**src/rtl/pci_ddr_window.sv**
```systemverilog
// PCI BAR1 window to 64-bit DDR command port bridge.
// Writes are posted; reads are delayed (retry, fetch, then ack the repeated read).
module pci_ddr_window #(
  parameter int unsigned WIN_AW    = 17,
  parameter int unsigned DISCARD_W = 15
) (
  input  logic                PCI_CLK,
  input  logic                PCI_RSTn,
  input  logic                init_done,
  input  logic                t_req,
  input  logic                t_we,
  input  logic [WIN_AW-3:0]   t_addr,
  input  logic [31:0]         t_wdata,
  input  logic [3:0]          t_be,
  output logic                t_ack,
  output logic                t_retry,
  output logic [31:0]         t_rdata,
  output logic                rd_discard,
  output logic                d_cmd_valid,
  input  logic                d_cmd_ready,
  output logic                d_cmd_we,
  output logic [WIN_AW-4:0]   d_cmd_addr,
  output logic [63:0]         d_wdata,
  output logic [7:0]          d_wbe,
  input  logic                d_rdata_valid,
  input  logic [63:0]         d_rdata
);

  typedef enum logic [2:0] {
    IDLE     = 3'd0,
    WR_ISSUE = 3'd1,
    RD_ISSUE = 3'd2,
    RD_WAIT  = 3'd3,
    RD_DONE  = 3'd4
  } state_t;

  state_t                 state, state_n;
  logic [WIN_AW-3:0]      pend_addr, pend_addr_n;
  logic [31:0]            rd_lane, rd_lane_n;
  logic [DISCARD_W-1:0]   timer, timer_n;

  logic                   ack_n, retry_n, discard_n;
  logic [31:0]            rdata_n;
  logic                   cmd_valid_n, cmd_we_n;
  logic [WIN_AW-4:0]      cmd_addr_n;
  logic [63:0]            wdata_n;
  logic [7:0]             wbe_n;
  logic                   req_sample;
  logic                   rd_hit;

  // State and all registered outputs.
  always_ff @(posedge PCI_CLK or negedge PCI_RSTn) begin
    if (!PCI_RSTn) begin
      state       <= IDLE;
      pend_addr   <= '0;
      rd_lane     <= '0;
      timer       <= '0;
      t_ack       <= 1'b0;
      t_retry     <= 1'b0;
      t_rdata     <= '0;
      rd_discard  <= 1'b0;
      d_cmd_valid <= 1'b0;
      d_cmd_we    <= 1'b0;
      d_cmd_addr  <= '0;
      d_wdata     <= '0;
      d_wbe       <= '0;
    end else begin
      state       <= state_n;
      pend_addr   <= pend_addr_n;
      rd_lane     <= rd_lane_n;
      timer       <= timer_n;
      t_ack       <= ack_n;
      t_retry     <= retry_n;
      t_rdata     <= rdata_n;
      rd_discard  <= discard_n;
      d_cmd_valid <= cmd_valid_n;
      d_cmd_we    <= cmd_we_n;
      d_cmd_addr  <= cmd_addr_n;
      d_wdata     <= wdata_n;
      d_wbe       <= wbe_n;
    end
  end

  // Next-state and next-output logic.
  always_comb begin
    state_n     = state;
    pend_addr_n = pend_addr;
    rd_lane_n   = rd_lane;
    timer_n     = timer;
    ack_n       = 1'b0;
    retry_n     = 1'b0;
    discard_n   = 1'b0;
    rdata_n     = '0;
    cmd_valid_n = d_cmd_valid;
    cmd_we_n    = d_cmd_we;
    cmd_addr_n  = d_cmd_addr;
    wdata_n     = d_wdata;
    wbe_n       = d_wbe;
    // A request held across its own response cycle must not be taken twice.
    req_sample  = t_req && !t_ack && !t_retry;
    rd_hit      = req_sample && init_done && !t_we && (t_addr == pend_addr);

    unique case (state)
      IDLE: begin
        if (req_sample) begin
          if (!init_done) begin
            retry_n = 1'b1;
          end else if (t_we) begin
            ack_n       = 1'b1;
            cmd_valid_n = 1'b1;
            cmd_we_n    = 1'b1;
            cmd_addr_n  = t_addr[WIN_AW-3:1];
            wdata_n     = {t_wdata, t_wdata};
            wbe_n       = t_addr[0] ? {t_be, 4'h0} : {4'h0, t_be};
            state_n     = WR_ISSUE;
          end else begin
            retry_n     = 1'b1;
            pend_addr_n = t_addr;
            cmd_valid_n = 1'b1;
            cmd_we_n    = 1'b0;
            cmd_addr_n  = t_addr[WIN_AW-3:1];
            wdata_n     = '0;
            wbe_n       = '0;
            state_n     = RD_ISSUE;
          end
        end
      end
      WR_ISSUE, RD_ISSUE: begin
        retry_n = req_sample;
        if (d_cmd_ready) begin
          cmd_valid_n = 1'b0;
          state_n     = (state == WR_ISSUE) ? IDLE : RD_WAIT;
        end
      end
      RD_WAIT: begin
        retry_n = req_sample;
        if (d_rdata_valid) begin
          rd_lane_n = pend_addr[0] ? d_rdata[63:32] : d_rdata[31:0];
          timer_n   = '0;
          state_n   = RD_DONE;
        end
      end
      RD_DONE: begin
        timer_n = timer + DISCARD_W'(1);
        // The claiming read beats the discard when both land in the same cycle.
        if (rd_hit) begin
          ack_n   = 1'b1;
          rdata_n = rd_lane;
          state_n = IDLE;
        end else begin
          retry_n = req_sample;
          if (&timer) begin
            discard_n = 1'b1;
            state_n   = IDLE;
          end
        end
      end
      default: state_n = IDLE;
    endcase
  end

endmodule
```
**config.mk**
```make
export PLATFORM = sky130hd
export DESIGN_NAME = pci_ddr_window
export DESIGN_NICKNAME = d
export VERILOG_FILES = /design/src/rtl/pci_ddr_window.sv
export SDC_FILE = /design/constraint.sdc
export NUM_CORES = 1
export LEC_CHECK = 0
export ABC_AREA = 0
export ABC_CLOCK_PERIOD_IN_PS = 2200
export BUFFER_PORTS_ARGS = -buffer_cell sky130_fd_sc_hd__buf_4
export CORE_MARGIN = 3
export CORE_UTILIZATION = 35
export CTS_CLUSTER_DIAMETER = 100
export DETAILED_ROUTE_END_ITERATION = 7
export PLACE_DENSITY = 0.69
export SYNTH_ARGS = -nofsm -noshare
export SYNTH_HDL_FRONTEND = slang
export SYNTH_SLANG_ARGS = --single-unit
```
**constraint.sdc**
```tcl
create_clock -name PCI_CLK -period 2.2 [get_ports PCI_CLK]
set_input_delay 0.22 -clock PCI_CLK [delete_from_list [all_inputs] [get_ports PCI_CLK]]
set_output_delay 0.22 -clock PCI_CLK [all_outputs]
set_load 0.05 [all_outputs]
```
==> summary.md <==
| Metric | Value |
|---|---|
| Outcome | `finished clean` |
| Type of the most critical hold path | `primary input to flip-flop` |
| First-pass GRT wire length | `around 24,000 µm` |
| Worst Skew | `0.0101 ns` |
| Final wirelength | `15,600 µm` |
| DRT Pass-1 Iters | `4` |
| H-Tree Level Count | `4` |
| Final Cycle Share | `~85%` |
| Num CTS Buffers | `17` |
| Uppermost layer routed | `met4` |
| Max-cap violations | `0` |
| CTS Sinks | `156` |
| Post-route ant nets | `0` |
| Filler instances | `approximately 1,700` |
| Layout area overhead | `37.1%` |
| Die ar. | `20,900 µm²` |
| Die Span Y | `roughly 140 µm` |
| CP Launch Type | `flip-flop` |
| Slew headroom | `62.2%` |
| Initial antenna violation count | `0` |
| Postcts setup bufs | `0` |
| Synthesized area | `between 6000 and 7000 µm²` |
| Nets | `960` |
| Post-synth top area share | `roughly three fifths` |
| Fin crit period | `between 1.5 and 2 ns` |
| Post-DR wirelength/cell | `around 14 µm` |
| Hold Fails Final Rpt | `0` |
| Cells after Synth | `628` |
| Drt initial violations | `about 240` |
| RSZ-0062 raised after global routing | `no` |
| Row cnt | `50` |
| #FFs+latches synth | `156` |
| Worst VDD drop | `between 0.7 and 0.8 mV` |
| Total routed wire length on the met1 layer | `between 6000 and 7000 µm` |
| Worst-margin pin slew | `roughly 0.57 ns` |
| Vias in the first global route | `about 4,700` |
| CP Class | `flip-flop to flip-flop` |
| WP data required | `roughly 2.5 ns` |
| GRT overflow | `0` |
| Final WS setup | `approximately 0.32 ns` |
| Fin area | `9220 µm²` |
| CTS Buffer Depth | `2` |
| Avg Inst Size Synth | `approximately 11 µm²` |
| Fin cells | `between 1,000 and 1,500` |
| Worst-path maximum fanout | `45` |
| CP max stage delay | `roughly 0.39 ns` |
| R2R Setup Slk | `between 0.3 and 0.4 ns` |
| Largest area contributor in the netlist | `dfrtp_1` |
| GR Util All Layers | `approximately 15%` |
| Root Driver | `clkbuf_16` |
| Die Wd | `between 100 and 150 µm` |
| PostCTS Resize Cnt | `0` |
| Clock-pin slew on the worst setup and hold paths | `around 0.070 ns` |
| Dpl cells | `between 1,000 and 1,500` |
| F_max | `approximately 530 MHz` |
| CP Cell Sequence | `nand4bb_1, nor2_1, nand2_4, buf_4, nand2_1, o21ai_1` |
| Power Density | `approximately 1400 nW/µm²` |
| Synth cell types | `39` |
| Syn Nets | `between 700 and 800` |
| Pin count of the biggest net entering global routing | `70` |
| Dpl cell area | `8590 µm²` |
| Multi-input gate area | `between 2000 and 2500 µm²` |
| Detail Placement HPWL | `11,400 µm` |
| Leak | `between 4 and 5 nW` |
| Post-Place Setup Slack | `0.324 ns` |
| Cell at the slowest stage of the critical path | `dfrtp_1` |
| Antenna cells | `0` |
| Buffer and inverter count on the worst path | `1` |
| Seq/Total Area, Yosys | `between 50 and 60%` |
| CTS tree | `yes` |
| Most area-consuming cells after synthesis | `dfrtp_1 (58%), nand2_1 (7.3%), o21ai_1 (6.6%)` |
| Clock Latency Late Sink | `~0.4 ns` |
| I/O pins | `245` |
| Starting Density | `roughly 36%` |
| Total negative slack | `0 ns` |
| Layout cell share with drive strength beyond 1 | `between 30% and 40%` |
| WP data arrival | `approximately 2.2 ns` |
| DR WL met3 | `roughly 730 µm` |
| Yosys warns | `0` |
| PortBufs | `244` |
| Hold_buf cts | `1` |
| Mean number of vias per cell | `between 4 and 5` |
| Worst path top cell family by delay | `simple AND/OR/NAND/NOR gates` |
| GP Congestion | `0.812` |
| Vias | `~5,000` |
| Storage cell area | `~4000 µm²` |
| Met2 WL | `roughly 8400 µm` |
| CP Capture Type | `flip-flop` |
| DR DRC count | `0` |
| Endpoints failing setup | `0` |
| CORE AREA | `~19,000 µm²` |
| Max Slew Vio Count | `0` |
final timing paths:
kind | from | end | cells after the start
max in group asynchronous | PCI_RSTn | state[0] | 3
min reg2reg | rd_lane[0] | t_rdata[0] | 1
min | t_addr[5] | d_cmd_addr[4] | 2
max | t_retry | d_wdata[57] | 6
min in group asynchronous | PCI_RSTn | rd_lane[11] | 2
max reg2reg | t_retry | d_wdata[57] | 6
logic make-up after synthesis:
kind of cell	after synthesis	synth area share, %
muxes	63	9.93
buffers and inverters	70	6.42
xor gates and xnor gates	15	1.95
DFF	156	58.0
AOI/OAI and AO/OA	111	8.76
adders and majority gates	1	0.186
and+or+nand+nor	212	14.7
final cells by class:
type | count | area share (%)
flip-flops and latches | 156 | 42.3
multi-input cells | 402 | 26.0
repair buffers | 258 | 21.6
clock buffers | 19 | 4.91
well taps | 234 | 3.17
clock inverters | 12 | 1.89
inverters | 2 | 0.0814
per-layer routing:
metal	vias up	track usage [%]
li1	2511	-
met1	2435	18.4
met2	118	25.3
met3	18	3.34
met4	0	4.66
met5	-	0
registers in the layout, summed over array words and instances, names as in the netlist:
| signal | count |
|---|---|
| d_cmd_addr | 14 |
| d_cmd_valid | 1 |
| d_cmd_we | 1 |
| d_wbe | 8 |
| d_wdata | 32 |
| pend_addr | 15 |
| rd_discard | 1 |
| rd_lane | 32 |
| state | 3 |
| t_ack | 1 |
| t_rdata | 32 |
| t_retry | 1 |
| timer | 15 |
power by group:
group | switching, mW | total (mW) | internal [mW]
registers | 0.695 | 4.56 | 3.86
logic | 3.83 | 5.70 | 1.87
clock network | 1.23 | 3.11 | 1.88
total | 5.75 | 13.4 | 7.61
placed cells by master (no fill, tap or decap), drive strengths merged:
master / Yosys / layout
a211oi: 1 / 1
a21oi: 4 / 4
a22o: 1 / 1
a31o: 1 / 1
a31oi: 7 / 7
and2: 33 / 33
and3: 1 / 1
and4: 1 / 1
buf: 44 / 257
bufinv: 0 / 3
clkbuf: 24 / 19
clkinvlp: 0 / 2
dfrtp: 156 / 156
dlygate4sd3: 0 / 1
ha: 1 / 1
inv: 2 / 9
mux2: 30 / 30
mux2i: 33 / 33
nand2: 130 / 130
nand3: 12 / 12
nand4: 6 / 6
nand4bb: 1 / 1
nor2: 13 / 13
nor2b: 1 / 1
nor3: 3 / 3
nor3b: 1 / 1
nor4: 8 / 8
o2111a: 1 / 1
o21ai: 93 / 93
o31ai: 2 / 2
o41ai: 1 / 1
or2: 1 / 1
or3: 1 / 1
xor2: 15 / 15
synthesized netlist by cell type:
cell type and n:
a211oi_1 1, a21oi_1 4, a22o_1 1, a31o_1 1, a31oi_1 7, and2_1 33, and3_1 1, and4_1 1
buf_2 6, buf_4 33, buf_6 5, clkbuf_1 24, dfrtp_1 156, ha_1 1, inv_1 1, inv_2 1
mux2_1 30, mux2i_1 33, nand2_1 130, nand3_1 12, nand4_1 6, nand4bb_1 1, nor2_1 12, nor2_2 1
nor2b_1 1, nor3_1 1, nor3_2 1, nor3_4 1, nor3b_1 1, nor4_1 6, nor4_2 2, o2111a_1 1
o21ai_0 4, o21ai_1 89, o31ai_1 2, o41ai_1 1, or2_1 1, or3_1 1, xor2_1 15
per-stage QoR:
| stage | power [mW] | hold slack [ns] | util [%] |
|---|---|---|---|
| 2_1_floorplan | 8.85 | -0.0756 | - |
| 3_3_place_gp | 10.3 | 0.144 | 45.8 |
| 3_5_place_dp | 10.4 | 0.146 | 45.8 |
| 4_1_cts | 13.5 | 0.0271 | 49.1 |
| 5_1_grt | 14.1 | 0.0273 | 49.1 |
| 6_report | 13.4 | 0.0467 | 49.1 |
Note: power is estimated with default switching activity, not from simulation.
